<file path="config.mk">
export PLATFORM = sky130hd
export DESIGN_NAME = hit_judge_flat
export DESIGN_NICKNAME = d
export VERILOG_FILES = /design/src/rtl/hit_judge_pkg.sv /design/src/rtl/hit_judge_if.sv /design/src/rtl/hit_judge_edge_sync.sv /design/src/rtl/hit_judge.sv /design/src/flat_wrapper.sv
export SDC_FILE = /design/constraint.sdc
export NUM_CORES = 1
export LEC_CHECK = 0
export ABC_AREA = 1
export CORE_ASPECT_RATIO = 0.6
export CORE_MARGIN = 4
export CORE_UTILIZATION = 53
export CTS_CLUSTER_SIZE = 12
export DETAILED_ROUTE_END_ITERATION = 8
export GPL_ROUTABILITY_DRIVEN = 0
export MAX_ROUTING_LAYER = met4
export PLACE_DENSITY = 0.76
export SETUP_SLACK_MARGIN = 0.15
export SKIP_CTS_REPAIR_TIMING = 1
export SKIP_LAST_GASP = 1
export SLEW_MARGIN = 20
export SYNTH_ARGS = -nofsm -noshare
export SYNTH_HDL_FRONTEND = slang
export SYNTH_SLANG_ARGS = --single-unit
</file>
<file path="constraint.sdc">
create_clock -name clk -period 2.4 [get_ports clk]
set_input_delay 0.48 -clock clk [delete_from_list [all_inputs] [get_ports clk]]
set_output_delay 0.48 -clock clk [all_outputs]
set_load 0.02 [all_outputs]
</file>
<file path="src/rtl/hit_judge_pkg.sv">
// Shared types for the beat hit judge: grade codes, FSM states, saturating helper.
package hit_judge_pkg;

  typedef enum logic [1:0] {
    GRADE_MISS    = 2'd0,
    GRADE_GOOD    = 2'd1,
    GRADE_PERFECT = 2'd2,
    GRADE_WRONG   = 2'd3
  } grade_t;

  typedef enum logic [1:0] {
    IDLE   = 2'd0,
    OPEN   = 2'd1,
    DONE   = 2'd2,
    CLOSED = 2'd3
  } state_t;

  function automatic logic [15:0] sat_inc16(input logic [15:0] v);
    return (&v) ? v : v + 16'd1;
  endfunction

endpackage

</file>
<file path="src/rtl/hit_judge_if.sv">
// Player/metronome inputs and grading outputs of hit_judge.
// HIT_JUDGE_STATS_EN adds the per-grade statistics counters.
interface hit_judge_if #(
  parameter int NUM_LANES  = 4,
  parameter int COMBO_BITS = 8
);
  logic                  enable;
  logic                  beat;
  logic [NUM_LANES-1:0]  arrow;
  logic [NUM_LANES-1:0]  btn;
  logic                  grade_valid;
  hit_judge_pkg::grade_t grade;
  logic                  partial;
  logic [COMBO_BITS-1:0] combo;
  logic [COMBO_BITS-1:0] max_combo;
`ifdef HIT_JUDGE_STATS_EN
  logic [15:0]           n_perfect, n_good, n_miss, n_wrong;
`endif

  modport slave (
    input  enable, beat, arrow, btn,
`ifdef HIT_JUDGE_STATS_EN
    output n_perfect, n_good, n_miss, n_wrong,
`endif
    output grade_valid, grade, partial, combo, max_combo
  );

  modport master (
    output enable, beat, arrow, btn,
`ifdef HIT_JUDGE_STATS_EN
    input  n_perfect, n_good, n_miss, n_wrong,
`endif
    input  grade_valid, grade, partial, combo, max_combo
  );
endinterface

</file>
<file path="src/rtl/hit_judge_edge_sync.sv">
// 2-flop synchroniser plus registered rise/fall pulses; pulses land 3 clk after the input edge.
module edge_sync (
  input  logic clk,
  input  logic rst,
  input  logic din,
  output logic rise,
  output logic fall
);
  logic [2:0] sh;

  always_ff @(posedge clk or posedge rst) begin
    if (rst) begin
      sh   <= '0;
      rise <= 1'b0;
      fall <= 1'b0;
    end else begin
      sh   <= {sh[1:0], din};
      rise <= sh[1] & ~sh[2];
      fall <= ~sh[1] & sh[2];
    end
  end
endmodule

</file>
<file path="src/rtl/hit_judge.sv">
// Grades button presses against the expected lane mask per beat window and tracks combos.
// Define HIT_JUDGE_STATS_EN to add per-grade saturating statistics counters.
module hit_judge
  import hit_judge_pkg::*;
#(
  parameter int          NUM_LANES   = 4,
  parameter int          CNT_BITS    = 24,
  parameter int unsigned PERFECT_CYC = 2500000,
  parameter int          COMBO_BITS  = 8
) (
  input logic        clk,
  input logic        rst,
  hit_judge_if.slave bus
);
  logic [NUM_LANES-1:0] press;
  logic                 beat_rise, beat_fall;

  for (genvar i = 0; i < NUM_LANES; i++) begin : g_btn
    edge_sync u_sync (.clk(clk), .rst(rst), .din(bus.btn[i]), .rise(press[i]), .fall());
  end
  edge_sync u_beat (.clk(clk), .rst(rst), .din(bus.beat), .rise(beat_rise), .fall(beat_fall));

  state_t                state, state_n;
  logic [NUM_LANES-1:0]  expected, expected_n, pressed, pressed_n;
  logic [NUM_LANES-1:0]  exp_eff, got_eff;
  logic [CNT_BITS-1:0]   cnt, cnt_n, cnt_eff;
  logic                  wrong_used, wrong_used_n;
  logic                  opening, issue;
  grade_t                grade_n;
  logic [COMBO_BITS-1:0] combo_n;

  // A window opening this cycle is judged immediately, so a coincident press lands at cnt=0.
  assign opening = beat_rise && (state == CLOSED || state == DONE);
  assign exp_eff = opening ? bus.arrow : expected;
  assign got_eff = opening ? '0 : pressed;
  assign cnt_eff = opening ? '0 : cnt;

  always_comb begin
    state_n      = state;
    expected_n   = expected;
    pressed_n    = pressed;
    cnt_n        = cnt;
    wrong_used_n = wrong_used;
    issue        = 1'b0;
    grade_n      = GRADE_MISS;
    if (!bus.enable) begin
      state_n = IDLE;
    end else if (state == IDLE) begin
      state_n      = CLOSED;
      wrong_used_n = 1'b0;
    end else if (opening || state == OPEN) begin
      state_n    = OPEN;
      expected_n = exp_eff;
      pressed_n  = got_eff | press;
      cnt_n      = opening ? '0 : ((&cnt) ? cnt : cnt + CNT_BITS'(1));
      if (opening) wrong_used_n = 1'b0;
      if ((press & ~exp_eff) != '0 || (press & got_eff) != '0) begin
        issue   = 1'b1;
        grade_n = GRADE_WRONG;
        state_n = DONE;
      end else if (pressed_n == exp_eff && exp_eff != '0) begin
        issue   = 1'b1;
        grade_n = (32'(cnt_eff) < PERFECT_CYC) ? GRADE_PERFECT : GRADE_GOOD;
        state_n = DONE;
      end else if (beat_fall && !opening) begin
        issue   = (exp_eff != '0);
        grade_n = GRADE_MISS;
        state_n = CLOSED;
      end
    end else if (state == DONE) begin
      if (beat_fall) state_n = CLOSED;
    end else if (press != '0 && !wrong_used) begin
      issue        = 1'b1;
      grade_n      = GRADE_WRONG;
      wrong_used_n = 1'b1;
    end
  end

  always_comb begin
    combo_n = '0;
    if (grade_n == GRADE_PERFECT || grade_n == GRADE_GOOD)
      combo_n = (&bus.combo) ? bus.combo : bus.combo + COMBO_BITS'(1);
  end

  always_ff @(posedge clk or posedge rst) begin
    if (rst) begin
      state           <= IDLE;
      expected        <= '0;
      pressed         <= '0;
      cnt             <= '0;
      wrong_used      <= 1'b0;
      bus.grade_valid <= 1'b0;
      bus.grade       <= GRADE_MISS;
      bus.combo       <= '0;
      bus.max_combo   <= '0;
    end else begin
      state           <= state_n;
      expected        <= expected_n;
      pressed         <= pressed_n;
      cnt             <= cnt_n;
      wrong_used      <= wrong_used_n;
      bus.grade_valid <= issue;
      if (issue) begin
        bus.grade <= grade_n;
        bus.combo <= combo_n;
        if (combo_n > bus.max_combo) bus.max_combo <= combo_n;
      end
    end
  end

  assign bus.partial = (state == OPEN) && (pressed != '0) && (pressed != expected);

`ifdef HIT_JUDGE_STATS_EN
  logic en_q;

  always_ff @(posedge clk or posedge rst) begin
    if (rst) begin
      en_q          <= 1'b0;
      bus.n_perfect <= '0;
      bus.n_good    <= '0;
      bus.n_miss    <= '0;
      bus.n_wrong   <= '0;
    end else begin
      en_q <= bus.enable;
      if (bus.enable && !en_q) begin
        bus.n_perfect <= '0;
        bus.n_good    <= '0;
        bus.n_miss    <= '0;
        bus.n_wrong   <= '0;
      end else if (issue) begin
        case (grade_n)
          GRADE_PERFECT: bus.n_perfect <= sat_inc16(bus.n_perfect);
          GRADE_GOOD:    bus.n_good    <= sat_inc16(bus.n_good);
          GRADE_MISS:    bus.n_miss    <= sat_inc16(bus.n_miss);
          default:       bus.n_wrong   <= sat_inc16(bus.n_wrong);
        endcase
      end
    end
  end
`endif

endmodule

</file>
<file path="src/flat_wrapper.sv">
// flat-port wrapper written by rule: the top's interface ports become plain ports
module hit_judge_flat import hit_judge_pkg::*;
#(
  parameter int          NUM_LANES   = 4,
  parameter int          CNT_BITS    = 24,
  parameter int unsigned PERFECT_CYC = 2500000,
  parameter int          COMBO_BITS  = 8
)
  (clk, rst, bus_enable, bus_beat, bus_arrow, bus_btn, bus_grade_valid, bus_grade, bus_partial, bus_combo, bus_max_combo);
  hit_judge_if #(.NUM_LANES(NUM_LANES), .COMBO_BITS(COMBO_BITS)) bus_i ();
  input logic clk;
  input logic rst;
  input wire logic [$bits(bus_i.enable)-1:0] bus_enable;
  input wire logic [$bits(bus_i.beat)-1:0] bus_beat;
  input wire logic [$bits(bus_i.arrow)-1:0] bus_arrow;
  input wire logic [$bits(bus_i.btn)-1:0] bus_btn;
  output wire logic [$bits(bus_i.grade_valid)-1:0] bus_grade_valid;
  output wire logic [$bits(bus_i.grade)-1:0] bus_grade;
  output wire logic [$bits(bus_i.partial)-1:0] bus_partial;
  output wire logic [$bits(bus_i.combo)-1:0] bus_combo;
  output wire logic [$bits(bus_i.max_combo)-1:0] bus_max_combo;
  assign bus_i.enable = bus_enable;
  assign bus_i.beat = bus_beat;
  assign bus_i.arrow = bus_arrow;
  assign bus_i.btn = bus_btn;
  assign bus_grade_valid = bus_i.grade_valid;
  assign bus_grade = bus_i.grade;
  assign bus_partial = bus_i.partial;
  assign bus_combo = bus_i.combo;
  assign bus_max_combo = bus_i.max_combo;
  hit_judge #(.NUM_LANES(NUM_LANES), .CNT_BITS(CNT_BITS), .PERFECT_CYC(PERFECT_CYC), .COMBO_BITS(COMBO_BITS)) u_core (.clk(clk), .rst(rst), .bus(bus_i));
endmodule
</file>
* Word level (Yosys, flattened, before mapping)
Index checks and enable logic that the tools add are counted.
W data, S select, Z words.
** Word-level totals
- Output and inout port bits :: 20
- Logic and storage cells :: 115
- Input port bits :: 12
- Register bits :: 75
** Cells by class
- Add/subtract/negate cells :: 2
- Bitwise logic cells :: 17
- Equality and inequality tests :: 12
- Multiplexer cells :: 36
- Reductions and logical operators :: 26
- $lt $le $gt $ge :: 2
** Operators by type and width (count)
- $mux W24 :: 3
- $mux W2 :: 16
- $add A24 B1 Y24 const B :: 1
- $lt A24 B22 Y1 const B :: 1
- $reduce_and A24 Y1 :: 1
- $reduce_bool A4 Y1 :: 5
- $mux W8 :: 2
- $mux W1 :: 13
- $add A8 B1 Y8 const B :: 1
- $and A4 B4 Y4 :: 2
- $gt A8 B8 Y1 :: 1
- $mux W4 :: 2
- $ne A4 B1 Y1 const B :: 2
- $reduce_and A4 Y1 :: 2
- $reduce_and A8 Y1 :: 1
- $not A1 Y1 :: 7
- $and A1 B1 Y1 :: 6
- $eq A2 B2 Y1 const B :: 3
- $logic_and A1 B1 Y1 :: 6
- $eq A2 B1 Y1 const B :: 2
- $eq A4 B4 Y1 :: 1
- $logic_or A1 B1 Y1 :: 4
- $ne A4 B4 Y1 :: 1
- $not A4 Y4 :: 1
- other kinds (9) :: 11

* Depth between registers and ports, before layout
Gate-level depths: netlist of run 1.
- Word-level depth :: 17
- Gate-level depth with buffers :: 24
- Depth with buffers taken out :: 21

* Cells and area by module
From an unflattened synthesis of run 1, not the netlist that was laid out.
** Second synthesis, totals
- Cell total of the unflattened synthesis :: 583
- Area total of the unflattened synthesis :: 4460.5 um^2
** By module, submodules not included
- hit_judge :: area each 3741.1 um^2, cells each 533, times used 1, sequential area each 1351.3 um^2
- edge_sync :: area each 143.9 um^2, cells each 10, times used 5, sequential area each 125.1 um^2

* Worst setup path after synthesis of run 1
No wires, ideal clock.
- Kind :: reg-to-reg
- Start point :: register u_core.bus.combo[0]
- End point :: register u_core.bus.max_combo[0]
- Arrival time :: 2.647 ns
- Setup time :: 0.117 ns
- Data required time :: 2.283 ns
- Setup slack :: -0.364 ns
- Cell stages (with the launch flop) :: 19
- Buffers on the path :: 0
- Clock period less this slack :: 2.764 ns
- Cells stage by stage :: dfrtp_1 -> ha_1 -> inv_1 -> nor3_1 -> nand2_1 -> nor3_4 -> inv_1 -> nand2_1 -> nand2_1 -> inv_1 -> nor2_1 -> ha_1 -> a21oi_1 -> o21ai_0 -> nand2_1 -> a21oi_1 -> nand3_1 -> nand2_1 -> nand2_1
** On the way
- Word-level cells in the longest chain between the ends :: 5
- Elaborated cells on any way between the ends :: 6
- Classes of those cells :: add/sub: 1; order compare: 1; mux: 2; reduce/logical: 2
** Ends and longest elaborated chain
- from (decl) :: line hit_judge_if.sv:25 : output grade_valid, grade, partial, combo, max_combo
- from (signal assigned) :: line hit_judge.sv:105 : bus.combo <= combo_n;
- $add A8 B1 Y8 or $reduce_and A8 Y1 (tied branches) :: line hit_judge.sv:82 : combo_n = (&bus.combo) ? bus.combo : bus.combo + COMBO_BITS'(1);
- $mux W8 (*) :: line hit_judge.sv:82
- $mux W8 (*) :: line hit_judge.sv:81 : if (grade_n == GRADE_PERFECT || grade_n == GRADE_GOOD)
- net u_core.combo_n[1] :: line hit_judge.sv:30 : logic [COMBO_BITS-1:0] combo_n;
- $gt A8 B8 Y1 (*) :: line hit_judge.sv:106 : if (combo_n > bus.max_combo) bus.max_combo <= combo_n;
- $reduce_and A2 Y1 (no line) (*)
- to (signal assigned) :: line hit_judge.sv:106
- to (decl) :: line hit_judge_if.sv:25
Mark *: on every way through the listed nets, which the timed path passes. The rest lies on a longest branch.
A chain may end at the register's enable or synchronous reset.

* Worst setup path in the final report of run 1
- Start point :: input bus_arrow[1]
- End point :: register u_core.bus.max_combo[7]
** On the way
- Word-level cells in the longest chain between the ends :: 14
- Elaborated cells on any way between the ends :: 25
- Classes of those cells :: order compare: 1; eq/ne: 3; mux: 13; bitwise: 2; reduce/logical: 6
** Ends and longest elaborated chain
- from (decl) :: line flat_wrapper.sv:15 : input wire logic [$bits(bus_i.arrow)-1:0] bus_arrow;
- $mux W4 (*) :: line hit_judge.sv:34 : assign exp_eff = opening ? bus.arrow : expected;
- $not A4 Y4 :: line hit_judge.sv:57 : if ((press & ~exp_eff) != '0 || (press & got_eff) != '0) begin
- $and A4 B4 Y4 :: line hit_judge.sv:57
- $reduce_bool A4 Y1 :: line hit_judge.sv:57
- $logic_or A1 B1 Y1 :: line hit_judge.sv:57
- $mux W2 (*) :: line hit_judge.sv:57
- $mux W2 (*) :: line hit_judge.sv:51 : end else if (opening || state == OPEN) begin
- $mux W2 (*) :: line hit_judge.sv:48 : end else if (state == IDLE) begin
- $mux W2 (*) :: line hit_judge.sv:46 : if (!bus.enable) begin
- $eq A2 B2 Y1 or $eq A2 B1 Y1 (tied branches) :: line hit_judge.sv:81
- $logic_or A1 B1 Y1 (*) :: line hit_judge.sv:81
- $mux W8 (*) :: line hit_judge.sv:81
- net u_core.combo_n[5] :: line hit_judge.sv:30
- $gt A8 B8 Y1 (*) :: line hit_judge.sv:106
- $reduce_and A2 Y1 (no line) (*)
Marked as above.

==> metrics.md, run 1 <==
| Metric | Value |
|---|---|
| Worst path cell trace | clkdlybuf4s50_1 > nand3_1 > nand3_1 > nand2_1 > nor2_2 > nand2_2 > nor2_4 > nand3_4 > nor2_1 > ha_1 > nand4_1 > inv_1 > nand2_1 > a21oi_2 > inv_2 > nor2_4 > nand2_1 > nand2_1 |
| Count of max-cap constraint violations | 0 |
| Post-synthesis sequential area ratio | roughly 43% |
| H-Tree Depth | 3 |
| Cell count after synthesis | just under 600 |
| Yosys Warn Count | 0 |
| Hold Startpoint | u_core.g_btn[2].u_sync.sh[0]$_DFF_PP0_ |
| CORE AREA | around 0.008 mm² |
| Reg2reg end | u_core.bus.max_combo[7]$_DFFE_PP0P_ |
| Clk pin slew, worst setup/hold paths | approximately 0.06 ns |
| PnR worst setup slack | -0.523 ns |
| Pin count of the biggest net entering global routing | 76 |
| Drt total wl | about 12 mm |
| DRC Markers | 0 |
| Ant diodes | 0 |
| First-pass GRT wire length | approximately 20 mm |
| Antenna-violating nets left | 0 |
| WL/cell | 15.1 µm |
| Initial Util | 54.9% |
| Min-Delay Path Class | reg -> reg |
| Clock latency on the worst-skew pair | between 0.3 and 0.4 ns |
| Post-Route Skew | between 0.008 and 0.009 ns |
| P_leak | roughly 2.6 nW |
| CP Capture Type | flip-flop |
| Measured slew at the worst slew-check pin | approximately 0.52 ns |
| Reg2reg start | u_core.u_beat.rise$_DFF_PP0_ |
| Router iterations before antenna repair | 5 |
| CP max FO | 8 |
| Vias in the first global route | about 4000 |
| Final Hold Viols | 0 |
| Final Max Tran Viols | 0 |
| CTS tree | built |
| CTS Root Cell | clkbuf_16 |
| Post-DP HPWL | just under 9 mm |
| Setup crit start kind | input port |
| Violation count after the first detailed-route iteration | 511 |
| Initial antenna violation count | 0 |
| Final period utilization | 122% |
| Most used DFF post-synth | dfrtp_1 |
| GR Layer Usage met3 | around 8.4% |
| Number of enable flip-flop cells after synthesis | 0 |
| Clock tree buffer depth | 2 |
| Distinct cell type count after synthesis | 37 |
| Post-Syn Area | between 0.004 and 0.005 mm² |
| Post-synthesis area per instance | approximately 7.4 µm² |
| Max Clk Rate | around 340 MHz |
| NumNets Final | around 700 |
| CP required | roughly 2.7 ns |
| Status | complete, but fails checks |
| Final min period | 2.92 ns |
| PwrDens | approximately 750 mW/mm² |
| Gr ovfl total | 0 |
| Ratio of cells with drive above 1 in the final layout | 20.3% |
| Non-Filler Instances | a little under 800 |
| Ys async rst share | 100% |
| Critical path's slowest cell | clkdlybuf4s50_1 |
| GR Layer Usage met2 | between 30% and 40% |
| Routed vias/inst | 5.44 |
| Via count | 4296 |
| Number of core rows | 25 |
| RSZ-0062 raised after global routing | yes |
| Crit Path Class | in -> reg |
| PortBufs | 31 |
| Max stage delay on crit path | between 0.5 and 0.6 ns |
| Num ports | 32 |
| Arrival time worst endpoint | roughly 3.2 ns |
| WHS Endpoint | u_core.g_btn[2].u_sync.sh[1]$_DFF_PP0_ |
| Die H | between 70 and 80 µm |
| Crit path top cell by count | nand2_1 |
| All-layer global routing usage | a little over a quarter |
| Reg2reg path depth | 17 |
| Met1 GRT Util | around two fifths |
| Failing checks | setup timing |
| Flop and latch count out of synthesis | 75 |
| Die width | approximately 130 µm |
| Final Util | approximately 72% |
| Number of CTS-inserted buffers | 9 |
| Synth Net Count | 608 |
| Relative slew margins | 65.1% |
| CTS Sinks | 75 |
| Most Crowded Layer GR | met1 |
| Crit path launch | bus_arrow[1] |
| # setup viols final | 8 |
| Flop-to-flop setup slack | -0.52 ns |
| Inst Count DP | 770 |
| Die area | approximately 0.01 mm² |
| Hold Crit Depth | 0 |
| Area Overhead vs Synth | 30.2% |
| Maximum vdd ir drop | 0.613 mV |
[cells in the mapped netlist, types with 5 or more instances]
master,count,share of area [%]
o21ai_0,24,2.8
buf_2,5,0.57
a21oi_1,19,2.2
nor2_1,62,5.3
nand4_1,21,3.0
o31ai_1,7,1.2
o21ai_1,9,1.0
nand3_1,39,4.5
ha_1,10,2.9
dfrtp_1,75,43
nor2_2,5,0.72
inv_1,78,6.7
nor3_1,15,1.7
xor2_1,14,2.8
nand2_1,161,14
[sequential cells by signal, summed over array words and instances (netlist names), 2 cells and up]
| name | cells |
|---|---|
| u_core.bus.combo | 8 |
| u_core.bus.grade | 2 |
| u_core.bus.max_combo | 8 |
| u_core.cnt | 24 |
| u_core.expected | 4 |
| u_core.g_btn.u_sync.rise | 4 |
| u_core.g_btn.u_sync.sh | 12 |
| u_core.pressed | 4 |
| u_core.state | 2 |
| u_core.u_beat.sh | 3 |
[per-layer routing]
layer | vias up | wire length [µm]
li1 | 2079 | -
met1 | 1989 | 5670
met2 | 214 | 4750
met3 | 14 | 1370
met4 | 0 | 106
met5 | - | 0
[worst max-delay path: cells and delay by family]
kind                     cells  cell delay [ns]
AO/OA/AOI/OAI                1             0.22
adder cells (fa/ha/maj)      1             0.20
buffers and inverters        3             0.66
AND/OR/NAND/NOR             13             1.63
[worst max path at each step]
stage / depth (start not counted) / slack (ns) / to
6_report: 18 / -0.52 / u_core.bus.max_combo[7]$_DFFE_PP0P_
3_3_place_gp: 20 / -0.69 / u_core.bus.max_combo[2]$_DFFE_PP0P_
3_5_place_dp: 17 / -0.78 / u_core.bus.max_combo[3]$_DFFE_PP0P_
5_1_grt: 20 / -0.70 / u_core.bus.max_combo[6]$_DFFE_PP0P_
4_1_cts: 17 / -0.54 / u_core.bus.max_combo[3]$_DFFE_PP0P_
2_1_floorplan: 24 / -0.12 / u_core.bus.max_combo[2]$_DFFE_PP0P_
[metrics by stage]
| stage | instance area, µm² | hold slack (ns) | setup WS, ns | total power, mW | TNS [ns] |
|---|---|---|---|---|---|
| 6_report | 5680 | 0.347 | -0.523 | 4.26 | -4.07 |
| 5_1_grt | 5680 | 0.354 | -0.702 | 4.50 | -5.45 |
| 4_1_cts | 5580 | 0.348 | -0.536 | 4.20 | -4.33 |
| 3_5_place_dp | 5300 | 0.335 | -0.784 | 2.91 | -6.10 |
| 3_3_place_gp | 5300 | 0.332 | -0.689 | 2.87 | -5.45 |
| 2_1_floorplan | 4490 | 0.331 | -0.124 | 2.41 | -0.942 |
[power by group]
| group | switching, mW | internal [mW] | total [mW] |
|---|---|---|---|
| Clock | 0.543 | 0.736 | 1.28 |
| Combinational | 0.741 | 0.542 | 1.28 |
| Sequential | 0.235 | 1.47 | 1.70 |
| Total | 1.52 | 2.75 | 4.26 |
[logic make-up after synthesis]
logic type	Yosys count	synth area share [%]
adder cells (fa/ha/maj)	10	2.87
buffers and inverters	95	9.17
AND/OR/NAND/NOR	326	33.7
AO/OA/AOI/OAI	64	8.06
flip-flops	75	43.0
XOR/XNOR	16	3.21
[layout make-up]
cell class / count / area [µm²]
clock buffers: 10 / 239
clock inverters: 6 / 47.5
fillers: 622 / 2260
inverters: 80 / 304
multi-input cells: 417 / 2270
flip-flops and latches: 75 / 1880
well taps: 108 / 135
repair buffers: 93 / 810
[cells in the final DEF (no fill, tap or decap), types with 4 or more instances in the layout]
cell	instances
nor2_1	57
a21oi_1	18
inv_2	6
buf_4	57
dfrtp_1	70
ha_1	6
nor2_2	7
nand2_1	147
o21ai_0	23
xor2_1	14
nand3_1	38
o31ai_1	7
nand4_1	21
inv_1	73
nor2_4	7
nor3_1	14
dfrtp_2	5
nand2_2	15
o21ai_1	10
nor4_1	4
clkdlybuf4s50_1	29
clkbuf_16	9
No activity file was read; power rests on OpenSTA's default activity.
==> inputs of run 2 (changes only) <==
CELL_PAD_IN_SITES_DETAIL_PLACEMENT = 0   (was unset)
CELL_PAD_IN_SITES_GLOBAL_PLACEMENT = 1   (was unset)
CORE_UTILIZATION = 39   (was 53)
PLACE_DENSITY = unset   (was 0.76)
PLACE_DENSITY_LB_ADDON = 0.1   (was unset)
==> metrics.md, run 2 (same netlist as run 1, synthesis figures left out) <==
| Metric | Value |
|---|---|
| Reg2reg start | u_core.state[1]$_DFFE_PP0P_ |
| Setup crit start kind | input port |
| Largest register FFs | 24 |
| Vias in the first global route | about 3700 |
| Worst Setup EP | u_core.bus.max_combo[3]$_DFFE_PP0P_ |
| CP max FO | 8 |
| Clock latency on the worst-skew pair | ~0.34 ns |
| Final Hold Viols | 0 |
| P_leak | around 2.8 nW |
| Post-DP HPWL | between 9 and 10 mm |
| NumNets Final | ~720 |
| Reg2reg end | u_core.bus.max_combo[3]$_DFFE_PP0P_ |
| Flop-to-flop setup slack | -0.44 ns |
| Drt total wl | 12.2 mm |
| Initial Util | 40.6% |
| Post-Route Skew | approximately 0.012 ns |
| Maximum vdd ir drop | approximately 0.36 mV |
| Crit Path Class | in -> reg |
| Non-Filler Instances | 840 |
| Number of core rows | 29 |
| Critical path's slowest cell | clkdlybuf4s50_1 |
| DRC Markers | 0 |
| Final min period | between 2 and 3 ns |
| Most frequent cells in the layout | nand2_1 (145), buf_4 (77), inv_1 (73), dfrtp_1 (70), nor2_1 (55) |
| PwrDens | between 700 and 800 mW/mm² |
| Final Util | a little under three fifths |
| Routed vias/inst | 4.97 |
| Most Crowded Layer GR | met1 |
| PortBufs | 31 |
| Inst Count DP | 816 |
| Max Clk Rate | around 350 MHz |
| CTS Root Cell | clkbuf_16 |
| Commonest non-fill, non-tap cell in the layout | nand2_1 |
| Initial antenna violation count | 0 |
| Relative slew margins | 62.5% |
| Die area | 0.0130 mm² |
| Die H | roughly 90 µm |
| CTS tree | built |
| H-Tree Depth | 3 |
| GR Layer Usage met3 | under 10% |
| Met1 GRT Util | around a third |
| Number of CTS-inserted buffers | 9 |
| All-layer global routing usage | between 15 and 20% |
| Clock tree buffer depth | 2 |
| Arrival time worst endpoint | between 3 and 4 ns |
| Min-Delay Path Class | reg -> reg |
| Pin count of the biggest net entering global routing | 26 |
| Reg2reg path depth | 19 |
| Gr ovfl total | 0 |
| PnR worst setup slack | -0.445 ns |
| Area Overhead vs Synth | 36.5% |
| Via count | approximately 4200 |
| Largest reg by FF count | u_core.cnt |
| Count of max-cap constraint violations | 0 |
| Die width | ~140 µm |
| Antenna-violating nets left | 0 |
| Failing checks | setup timing |
| CP required | roughly 2.6 ns |
| Max stage delay on crit path | 0.50 ns |
| Measured slew at the worst slew-check pin | about 0.56 ns |
| CP Capture Type | flip-flop |
| Crit path top cell by count | nand2_1 |
| Router iterations before antenna repair | 5 |
| WL/cell | between 10 and 15 µm |
| Final period utilization | 119% |
| Top flop regs | u_core.cnt (24), u_core.g_btn.u_sync.sh (12) |
| GR Layer Usage met2 | about 22% |
| # setup viols final | 8 |
| Status | complete, but fails checks |
| Clk pin slew, worst setup/hold paths | around 0.07 ns |
| RSZ-0062 raised after global routing | yes |
| Ant diodes | 0 |
| Num ports | 32 |
| First-pass GRT wire length | around 20 mm |
| CORE AREA | between 0.01 and 0.015 mm² |
| CTS Sinks | 75 |
| Final Max Tran Viols | 0 |
| Fillers | between 1000 and 1500 |
| Crit path launch | bus_arrow[0] |
| Worst path cell trace | clkdlybuf4s50_1 > nand3_2 > nand3_1 > nand2_1 > nor2_2 > nand2_2 > nor2_4 > nand3_4 > nor2_4 > inv_2 > ha_4 > inv_2 > a21oi_1 > o21ai_1 > nand2_1 > a21oi_2 > buf_4 > nand3_4 > nand2_2 > nand2_1 |
| Ratio of cells with drive above 1 in the final layout | between 20% and 30% |
| Violation count after the first detailed-route iteration | 358 |
[run 2: cell count changes in the layout (fill, tap and decap cells not counted), sizes merged]
cell,before,now
buf,63,83
bufinv,0,2
clkdlybuf4s50,29,27
dlymetal6s2s,1,3
clkinv,3,2
clkinvlp,2,1
[run 2: how the worst min path moves through the flow]
stage	start	endpoint	cells after the start
2_1_floorplan	u_core.g_btn[0].u_sync.sh[0]$_DFF_PP0_	u_core.g_btn[0].u_sync.sh[1]$_DFF_PP0_	0
3_3_place_gp	u_core.u_beat.sh[0]$_DFF_PP0_	u_core.u_beat.sh[1]$_DFF_PP0_	0
3_5_place_dp	u_core.u_beat.sh[0]$_DFF_PP0_	u_core.u_beat.sh[1]$_DFF_PP0_	0
5_1_grt	u_core.g_btn[2].u_sync.sh[0]$_DFF_PP0_	u_core.g_btn[2].u_sync.sh[1]$_DFF_PP0_	0
4_1_cts	u_core.g_btn[2].u_sync.sh[0]$_DFF_PP0_	u_core.g_btn[2].u_sync.sh[1]$_DFF_PP0_	0
6_report	u_core.g_btn[2].u_sync.sh[0]$_DFF_PP0_	u_core.g_btn[2].u_sync.sh[1]$_DFF_PP0_	0
[run 2: layer usage]
metal | vias to the layer above | part of all wire [%]
met4 | 0 | 0.70
met2 | 140 | 35
li1 | 2119 | -
met1 | 1908 | 57
met3 | 8 | 7.8
met5 | - | 0
[run 2: worst max-delay path, delay by kind of cell]
family | cells | cell delay (ns)
fa+ha+maj | 1 | 0.15
buf+inv | 4 | 0.73
simple gates | 12 | 1.34
compound gates | 3 | 0.37
[run 2: cell type report]
cell class                 count  area [µm²]  area share (%)
tap                          139         174            2.92
clock buffer                  10         239            4.01
sequential                    75        1880            31.6
timing repair buffer         113         958            16.1
multi-input combinational    417        2300            38.7
inverter                      80         304            5.11
clock inverter                 6        95.1            1.60
[run 2: metrics by stage]
step / instance area [µm²] / power, mW / hold WS, ns / TNS (ns) / worst slack [ns]
6_report: 5960 / 4.57 / 0.354 / -3.44 / -0.445
5_1_grt: 5960 / 4.85 / 0.354 / -4.84 / -0.630
4_1_cts: 5780 / 4.53 / 0.354 / -4.28 / -0.508
3_5_place_dp: 5450 / 3.00 / 0.338 / -6.75 / -0.832
3_3_place_gp: 5450 / 2.99 / 0.332 / -5.91 / -0.744
2_1_floorplan: 4490 / 2.41 / 0.331 / -0.942 / -0.124
[run 2: power by group]
part           internal (mW)  switching [mW]
Clock                  0.950           0.553
Sequential              1.47           0.209
Combinational          0.615           0.776
Total                   3.03            1.54
